### config.mk
export PLATFORM = sky130hd
export DESIGN_NAME = pc_fetch_control
export DESIGN_NICKNAME = d
export VERILOG_FILES = /design/src/rtl/pc_fetch_control_pkg.sv /design/src/rtl/pc_fetch_control_ras.sv /design/src/rtl/pc_fetch_control.sv
export SDC_FILE = /design/constraint.sdc
export NUM_CORES = 1
export LEC_CHECK = 0
export CAP_MARGIN = 30
export CORE_MARGIN = 1
export CORE_UTILIZATION = 55
export DETAILED_ROUTE_END_ITERATION = 10
export GPL_TIMING_DRIVEN = 1
export PLACE_DENSITY = 0.91
export SETUP_SLACK_MARGIN = 0.02
export SYNTH_ARGS = -nofsm -noshare
export SYNTH_HDL_FRONTEND = slang
export SYNTH_SLANG_ARGS = --single-unit
### constraint.sdc
create_clock -name clk -period 4.2 [get_ports clk]
set_input_delay 0.63 -clock clk [delete_from_list [all_inputs] [get_ports clk]]
set_output_delay 0.63 -clock clk [all_outputs]
set_load 0.02 [all_outputs]
### src/rtl/pc_fetch_control_pkg.sv
// Shared definitions for the fetch-stage controller: opcode encodings,
// the NOP instruction word, the default reset PC and a PC increment helper.
package pc_fetch_control_pkg;

  typedef enum logic [3:0] {
    OP_NOP  = 4'h0,
    OP_BEQ  = 4'h8,
    OP_BNE  = 4'h9,
    OP_JMP  = 4'hA,
    OP_CALL = 4'hB,
    OP_RET  = 4'hC,
    OP_FOR  = 4'hD
  } opcode_e;

  localparam logic [15:0] NOP_INSTR        = 16'h0000;
  localparam logic [15:0] RESET_PC_DEFAULT = 16'h0000;

  // Sequential successor of a PC; wraps from 16'hFFFF to 16'h0000.
  function automatic logic [15:0] pc_incr(input logic [15:0] pc);
    return pc + 16'h0001;
  endfunction

endpackage

### src/rtl/pc_fetch_control_ras.sv
// Circular return-address stack. A push onto a full stack overwrites the
// oldest entry; the caller decides what to return on an empty pop.
module return_addr_stack
  #(
    parameter int RAS_DEPTH = 4
  )
  (
    input  logic        clk,
    input  logic        rst_n,
    input  logic        push,
    input  logic        pop,
    input  logic [15:0] push_data,
    output logic [15:0] pop_data,
    output logic        full,
    output logic        empty
  );

  localparam int PTR_W = $clog2(RAS_DEPTH);
  localparam int CNT_W = PTR_W + 1;
  localparam logic [PTR_W-1:0] PTR_ONE = PTR_W'(1);
  localparam logic [CNT_W-1:0] CNT_ONE = CNT_W'(1);
  localparam logic [CNT_W-1:0] DEPTH_C = CNT_W'(RAS_DEPTH);

  logic [15:0]      mem_r [RAS_DEPTH];
  logic [PTR_W-1:0] top_r;
  logic [CNT_W-1:0] count_r;
  logic [PTR_W-1:0] push_ptr_s;

  assign push_ptr_s = top_r + PTR_ONE;
  assign pop_data   = mem_r[top_r];
  assign full       = (count_r == DEPTH_C);
  assign empty      = (count_r == {CNT_W{1'b0}});

  // Stack storage, top pointer and occupancy; push wins if both are requested.
  always_ff @(posedge clk or negedge rst_n) begin
    if (!rst_n) begin
      for (int i = 0; i < RAS_DEPTH; i++) begin
        mem_r[i] <= 16'h0000;
      end
      top_r   <= {PTR_W{1'b0}};
      count_r <= {CNT_W{1'b0}};
    end else if (push) begin
      mem_r[push_ptr_s] <= push_data;
      top_r             <= push_ptr_s;
      if (!full) begin
        count_r <= count_r + CNT_ONE;
      end
    end else if (pop) begin
      if (!empty) begin
        top_r   <= top_r - PTR_ONE;
        count_r <= count_r - CNT_ONE;
      end
    end
  end

endmodule

### src/rtl/pc_fetch_control.sv
// Fetch-stage controller: owns the PC, the IF/ID register and the return
// address stack, and turns decode redirects into a new PC plus one bubble.
module pc_fetch_control
  import pc_fetch_control_pkg::*;
  #(
    parameter int          RAS_DEPTH = 4,
    parameter logic [15:0] RESET_PC  = RESET_PC_DEFAULT
  )
  (
    input  logic        clk,
    input  logic        rst_n,
    input  logic        stall,
    input  logic        kill,
    input  logic [3:0]  op_d,
    input  logic [15:0] pc_d,
    input  logic [15:0] branch_target,
    input  logic [15:0] jump_target,
    input  logic [15:0] imem_instr,
    output logic [15:0] pc_f,
    output logic [15:0] ifid_instr,
    output logic [15:0] ifid_pc,
    output logic        ifid_valid,
    output logic        ras_overflow,
    output logic        ras_underflow
  );

  logic [15:0] pc_f_r, ifid_instr_r, ifid_pc_r;
  logic        ifid_valid_r, ras_overflow_r, ras_underflow_r;

  logic [15:0] pc_next_s, ifid_instr_next_s, ifid_pc_next_s;
  logic        ifid_valid_next_s;
  logic        push_s, pop_s;
  logic [15:0] ras_pop_data_s;
  logic        ras_full_s, ras_empty_s;

  return_addr_stack #(.RAS_DEPTH(RAS_DEPTH)) u_ras (
    .clk       (clk),
    .rst_n     (rst_n),
    .push      (push_s),
    .pop       (pop_s),
    .push_data (pc_incr(pc_d)),
    .pop_data  (ras_pop_data_s),
    .full      (ras_full_s),
    .empty     (ras_empty_s)
  );

  // Next-PC / IF/ID selection with priority stall > kill > sequential fetch.
  always_comb begin
    pc_next_s         = pc_f_r;
    ifid_instr_next_s = ifid_instr_r;
    ifid_pc_next_s    = ifid_pc_r;
    ifid_valid_next_s = ifid_valid_r;
    push_s            = 1'b0;
    pop_s             = 1'b0;
    if (stall) begin
      pc_next_s = pc_f_r;
    end else if (kill) begin
      ifid_instr_next_s = NOP_INSTR;
      ifid_pc_next_s    = 16'h0000;
      ifid_valid_next_s = 1'b0;
      case (op_d)
        OP_BEQ, OP_BNE: pc_next_s = branch_target;
        OP_JMP, OP_FOR: pc_next_s = jump_target;
        OP_CALL: begin
          pc_next_s = jump_target;
          push_s    = 1'b1;
        end
        OP_RET: begin
          pop_s = 1'b1;
          if (ras_empty_s) begin
            pc_next_s = RESET_PC;
          end else begin
            pc_next_s = ras_pop_data_s;
          end
        end
        default: pc_next_s = jump_target;
      endcase
    end else begin
      pc_next_s         = pc_incr(pc_f_r);
      ifid_instr_next_s = imem_instr;
      ifid_pc_next_s    = pc_f_r;
      ifid_valid_next_s = 1'b1;
    end
  end

  // PC and IF/ID pipeline registers.
  always_ff @(posedge clk or negedge rst_n) begin
    if (!rst_n) begin
      pc_f_r       <= RESET_PC;
      ifid_instr_r <= NOP_INSTR;
      ifid_pc_r    <= 16'h0000;
      ifid_valid_r <= 1'b0;
    end else begin
      pc_f_r       <= pc_next_s;
      ifid_instr_r <= ifid_instr_next_s;
      ifid_pc_r    <= ifid_pc_next_s;
      ifid_valid_r <= ifid_valid_next_s;
    end
  end

  // Sticky stack-misuse flags; only reset clears them.
  always_ff @(posedge clk or negedge rst_n) begin
    if (!rst_n) begin
      ras_overflow_r  <= 1'b0;
      ras_underflow_r <= 1'b0;
    end else begin
      if (push_s && ras_full_s) begin
        ras_overflow_r <= 1'b1;
      end
      if (pop_s && ras_empty_s) begin
        ras_underflow_r <= 1'b1;
      end
    end
  end

  assign pc_f          = pc_f_r;
  assign ifid_instr    = ifid_instr_r;
  assign ifid_pc       = ifid_pc_r;
  assign ifid_valid    = ifid_valid_r;
  assign ras_overflow  = ras_overflow_r;
  assign ras_underflow = ras_underflow_r;

endmodule

==> summary.txt, run 1 <==
PostCTS Resize Cnt: 0
TritonCTS clock tree: yes
CP required: 4.61 ns
Synth warnings: 0
syn_nets: 608
clock latency on the worst-skew pair: 0.53 ns
LEAKAGE: 3.23 nW
Synth top cells by count: dfrtp_1, nand2_1, o21ai_0
clk slew on worst S/H paths: 0.06 ns
Tmin final: 2.83 ns
RR Endpoint: u_ras.mem_r[17]$_DFFE_PN0P_
PortBufs: 122
Netlist cell types: 45
setup TNS: 0 ns
setup ws final: 1.37 ns
GR Util All Layers: 31.5%
Iter 0 DRT Violations: 382
core region area: 9820 µm²
Max Slew Vio Count: 0
Slew headroom: 33.1%
Starting Density: 57.0%
area growth from synthesis to layout: 35.0%
remaining antenna violation count after routing: 0
routability cong.: 0.910
layout cells sized above 1: 10.7%
hpwl dp: 10.2 mm
placed cells: 757
Syn Area/Cell: 10.6 µm²
first-pass GRT wire length: 24.6 mm
Die Wd: 103 µm
Worst Hold Class: primary input to asynchronous set/reset pin
post-synth top area share: 53.6%
maxcap violations: 0
R2R setup slack: 1.46 ns
# IOs: 123
RSZ-0062 raised after global routing: no
CTS Root Cell: clkbuf_8
post-DR wirelength/cell: 20.4 µm
Pre-antenna DRT Iters: 7
reg2reg path depth: 4
arrival time worst endpoint: 3.24 ns
worst reg2reg path startpoint: u_ras.top_r[1]$_DFFE_PN0P_
CP endpoint kind: flip-flop
number of synthesized flops with an enable pin: 0
final WL: 16.1 mm
Setup-failing EPs final: 0
Hold Buf Count CTS: 0
fin cells: 789
Fin. Hold Viols: 0
final period utilization: 67.3%
H-Tree Depth: 4
largest net degree at the start of global routing: 59
initial antenna violation count: 0
Clock Sinks: 120
ranking of synthesized cells by area: dfrtp_1, nand2_1, mux4_2, o21ai_0, a22o_1
crit start category: primary input
grt ovf: 0
# diodes: 0
Pwr Density: 539 nW/µm²
Remaining DRCs: 0
Syn Inst Count: 529
Worst-Margin Slew: 1.00 ns
nets@finish: 722
multi-input logic area: 2420 µm²
ys async rst share: 100%
Synth Cell Area: 5600 µm²
Cell Rows: 36
Peak VDD IR: 0.468 mV
Max Buffers Root-to-Sink: 2
floorplan die height: 103 µm
Via density: 6.27
Post-synth top flop: dfrtp_1
leading area contributor after synthesis: dfrtp_1
FMAX: 354 MHz
Fillers: 547
run status: finished clean
vias in the first global route: 4873
final worst clock skew: 0.0113 ns
Seq. cell area: 3000 µm²
Yosys reg bits: 120
via count: 4944
register area share after synthesis: 53.6%
die area: 10600 µm²
final hold slack: 0.143 ns
CP Class: primary input to flip-flop
Post-CTS Setup Repair Bufs: 0
CTS Buf Count: 17
dpl ws: 1.07 ns
critical-path maximum fanout: 31
most common cell in the netlist: dfrtp_1
per-layer routing:
| layer | vias up | share of wire [%] | wire (µm) | track usage, % |
|---|---|---|---|---|
| met5 | - | 0 | 0 | 0 |
| met4 | 0 | 3.4 | 544 | 14.3 |
| met3 | 64 | 11 | 1800 | 10.1 |
| met2 | 353 | 49 | 7880 | 53.4 |
| met1 | 2380 | 36 | 5850 | 36.7 |
| li1 | 2147 | - | - | - |
critical path, cell delays in order:
cell and delay [ns]:
clkdlybuf4s50_1 0.79, nand2b_1 0.15, nor2_1 0.42, nand2_1 0.71, mux2_2 0.52
cells by family (layout without fill, tap and decap cells):
group                      after synthesis  after routing  share of synthesized area, %
DFF                                    120            120                          53.6
adders and majority gates                7              7                          1.70
AOI/OAI and AO/OA                      151            151                          17.7
muxes                                   21             21                          7.44
buffers and inverters                   46            173                          3.22
and+or+nand+nor                        162            162                          12.8
xor gates and xnor gates                22             22                          3.44
cell usage in the layout (no fill, tap or decap), drive strengths merged, types with 3 or more instances in the layout:
master         instances
clkdlybuf4s50        121
dfrtp                120
nand2                 99
o21ai                 71
a22o                  27
nor2                  20
clkbuf                18
mux4                  16
a21oi                 15
a221oi                14
inv                   13
nand3                 12
xor2                  11
xnor2                 11
buf                    9
nor3                   8
ha                     6
clkinv                 6
nand2b                 5
mux2                   5
o22ai                  5
bufinv                 5
a222oi                 4
a31oi                  4
and4                   3
nor2b                  3
a221o                  3
nand4                  3
where the power goes:
| part | leakage (nW) | internal, mW | switching, mW |
|---|---|---|---|
| Clock | 0.316 | 1.04 | 0.538 |
| Combinational | 1.34 | 0.461 | 0.445 |
| Sequential | 1.57 | 1.35 | 0.234 |
sequential cells by signal (all words and copies together), names as in the netlist:
| signal | flops |
|---|---|
| u_ras.count_r | 3 |
| ifid_valid | 1 |
| ifid_pc | 16 |
| ras_underflow | 1 |
| ifid_instr | 16 |
| u_ras.mem_r | 64 |
| u_ras.top_r | 2 |
| ras_overflow | 1 |
| pc_f | 16 |
worst max-delay path by stage:
| stage | start | to |
|---|---|---|
| final | kill | u_ras.mem_r[49]$_DFFE_PN0P_ |
| after global routing | kill | u_ras.mem_r[63]$_DFFE_PN0P_ |
| after CTS | kill | u_ras.mem_r[63]$_DFFE_PN0P_ |
| after detailed placement | stall | u_ras.mem_r[17]$_DFFE_PN0P_ |
| after global placement | stall | u_ras.mem_r[33]$_DFFE_PN0P_ |
| after floorplan | stall | u_ras.count_r[2]$_DFFE_PN0P_ |
through the flow:
stage	cell area (µm²)	total power, mW	utilization, %
2_1_floorplan	5600	2.06	-
3_3_place_gp	6910	2.40	70.4
3_5_place_dp	6910	2.46	70.4
4_1_cts	7560	4.06	77.0
6_report	7560	4.07	77.0
5_1_grt	7560	4.23	77.0
cell type report:
class / count / area share (%)
clock buffer: 18 / 5.66
tap: 133 / 2.20
clock inverter: 14 / 2.91
multi-input combinational: 363 / 32.1
timing repair buffer: 130 / 16.9
inverter: 11 / 0.546
sequential: 120 / 39.7
Power figures use the tool's default switching activity.
==> inputs of run 2 (changes only) <==
- CORE_UTILIZATION: 55 -> 51
- PLACE_DENSITY: 0.91 -> 0.85
- clock period: 4.2 -> 2.82 ns (I/O delays scaled with it)
==> summary.txt, run 2 (synthesis results as in run 1) <==
largest net degree at the start of global routing: 74 (+25%)
Max Slew Vio Count: 0 (unchanged)
CP Buf/Inv Count: 1 (unchanged)
Max Buffers Root-to-Sink: 2 (unchanged)
Iter 0 DRT Violations: 239 (-37%)
clock latency on the worst-skew pair: 0.53 ns (about the same)
Slew headroom: 43.0% (+9.9 points)
TritonCTS clock tree: yes
arrival time worst endpoint: 1.72 ns (-1.52 ns)
FMAX: 466 MHz
hpwl dp: 10.7 mm (+4.7%)
commonest non-fill, non-tap cells in the layout: clkdlybuf4s50_1, dfrtp_1, nand2_1
total power: 5.80 mW (+42%)
# IOs: 123 (unchanged)
first-pass GRT wire length: 24.7 mm (+0.37%)
Tmin final: 2.14 ns
post-DR wirelength/cell: 19.0 µm (-6.7%)
run status: finished clean
Pre-antenna DRT Iters: 5 (-2)
LEAKAGE: 3.25 nW (+0.74%)
nets@finish: 735 (+1.8%)
Starting Density: 53.5% (-3.5 points)
Worst path max stage delay: 0.69 ns (-0.10 ns)
most common cell after layout, fill and taps aside: clkdlybuf4s50_1
setup ws final: 0.675 ns (-0.696 ns)
die area: 11400 µm² (+7.7%)
Worst Hold Class: primary input to asynchronous set/reset pin
Post-CTS Setup Repair Bufs: 0 (unchanged)
via count: 4874 (-1.4%)
slowest CP cell: clkdlybuf4s50_1
clk slew on worst S/H paths: 0.05 ns (about the same)
CP required: 2.40 ns (-2.21 ns)
grt ovf: 0 (unchanged)
maxcap violations: 0 (unchanged)
RSZ-0062 raised after global routing: no
GR Util All Layers: 28.7% (-2.8 points)
remaining antenna violation count after routing: 0 (unchanged)
Pwr Density: 764 nW/µm² (+42%)
Top Family by Delay on Critical Path: buffers and inverters
crit start category: flip-flop
CTS Root Cell: clkbuf_8
R2R setup slack: 0.72 ns (-0.74 ns)
Setup-failing EPs final: 0 (unchanged)
CP Class: flip-flop to primary output
Via density: 6.06 (-3.3%)
routability cong.: 0.858 (-5.7%)
final worst clock skew: 0.00764 ns (-0.00366 ns)
ordered list of cells on the worst path: clkdlybuf4s50_1
final WL: 15.3 mm (-4.9%)
Fin. Hold Viols: 0 (unchanged)
core region area: 10500 µm² (+6.5%)
Remaining DRCs: 0 (unchanged)
final period utilization: 76.1%
Worst-Margin Slew: 0.855 ns (-0.146 ns)
floorplan die height: 107 µm (+3.8%)
fin cells: 804 (+1.9%)
area growth from synthesis to layout: 35.7%
PortBufs: 122 (unchanged)
most flop-heavy register: u_ras.mem_r
Peak VDD IR: 0.467 mV (-0.23%)
CTS Buf Count: 17 (unchanged)
Clock Sinks: 120 (unchanged)
vias in the first global route: 5019 (+3.0%)
# diodes: 0 (unchanged)
CP endpoint kind: primary output
layout cells sized above 1: 11.5% (+0.86 points)
Cell Rows: 37 (+2.8%)
initial antenna violation count: 0 (unchanged)
H-Tree Depth: 4 (unchanged)
placed cells: 772 (+2.0%)
max reg flops: 64 (unchanged)
setup TNS: 0 ns (unchanged)
dpl ws: 0.338 ns (-0.728 ns)
final hold slack: 0.448 ns (+0.305 ns)
Die Wd: 107 µm (+3.8%)
critical-path maximum fanout: 8 (-74%)
## run 2: power by group
group | leakage [nW] | switching, mW | total (mW) | internal [mW]
registers | 1.57 | 0.297 | 2.31 | 2.02
logic | 1.40 | 0.691 | 1.41 | 0.714
clock network | 0.275 | 0.727 | 2.08 | 1.36
total | 3.25 | 1.72 | 5.80 | 4.09
## run 2: layer usage
| metal | part of all wire (%) | up-vias | wire length (µm) | track usage, % |
|---|---|---|---|---|
| li1 | - | 2172 | - | - |
| met1 | 40 | 2420 | 6160 | 34.0 |
| met2 | 49 | 240 | 7490 | 48.7 |
| met3 | 7.8 | 42 | 1190 | 8.09 |
| met4 | 2.9 | 0 | 443 | 12.3 |
| met5 | 0 | - | 0 | 0 |
## run 2: timing repair
action,in CTS,in global routing
hold buffers,1,0
gates resized for setup,0,0
endpoints found under the hold margin,47,0
## run 2: final timing paths
kind / startpoint / to / cells past startpoint
max in group asynchronous: rst_n / u_ras.mem_r[30]$_DFFE_PN0P_ / 3
min in group clk: u_ras.mem_r[7]$_DFFE_PN0P_ / u_ras.mem_r[7]$_DFFE_PN0P_ / 2
min: rst_n / ifid_instr[1]$_DFFE_PN0N_ / 2
min reg2reg: u_ras.mem_r[7]$_DFFE_PN0P_ / u_ras.mem_r[7]$_DFFE_PN0P_ / 2
max reg2reg: u_ras.top_r[0]$_DFFE_PN0P_ / pc_f[12]$_DFFE_PN0N_ / 5
max: pc_f[12]$_DFFE_PN0N_ / pc_f[12] / 1
## run 2: worst register-to-register path, cell delays in order (launching register included)
cell	delay, ns
dfrtp_1	0.58
buf_4	0.25
mux4_2	0.50
a222oi_1	0.30
nor2_1	0.10
a211o_1	0.27
## run 2: per-stage QoR
stage                     instance area, µm²  utilization [%]
after floorplan                         5600                -
after global placement                  7020             67.1
after detailed placement                7020             67.1
after CTS                               7600             72.6
after global routing                    7600             72.6
final                                   7600             72.6
## run 2: area by class of cell
type | instances | area (µm²)
timing repair buffer | 143 | 1390
fill | 701 | 2870
multi-input combinational | 363 | 2420
clock inverter | 9 | 125
tap | 136 | 170
clock buffer | 22 | 443
sequential | 120 | 3000
inverter | 11 | 41.3
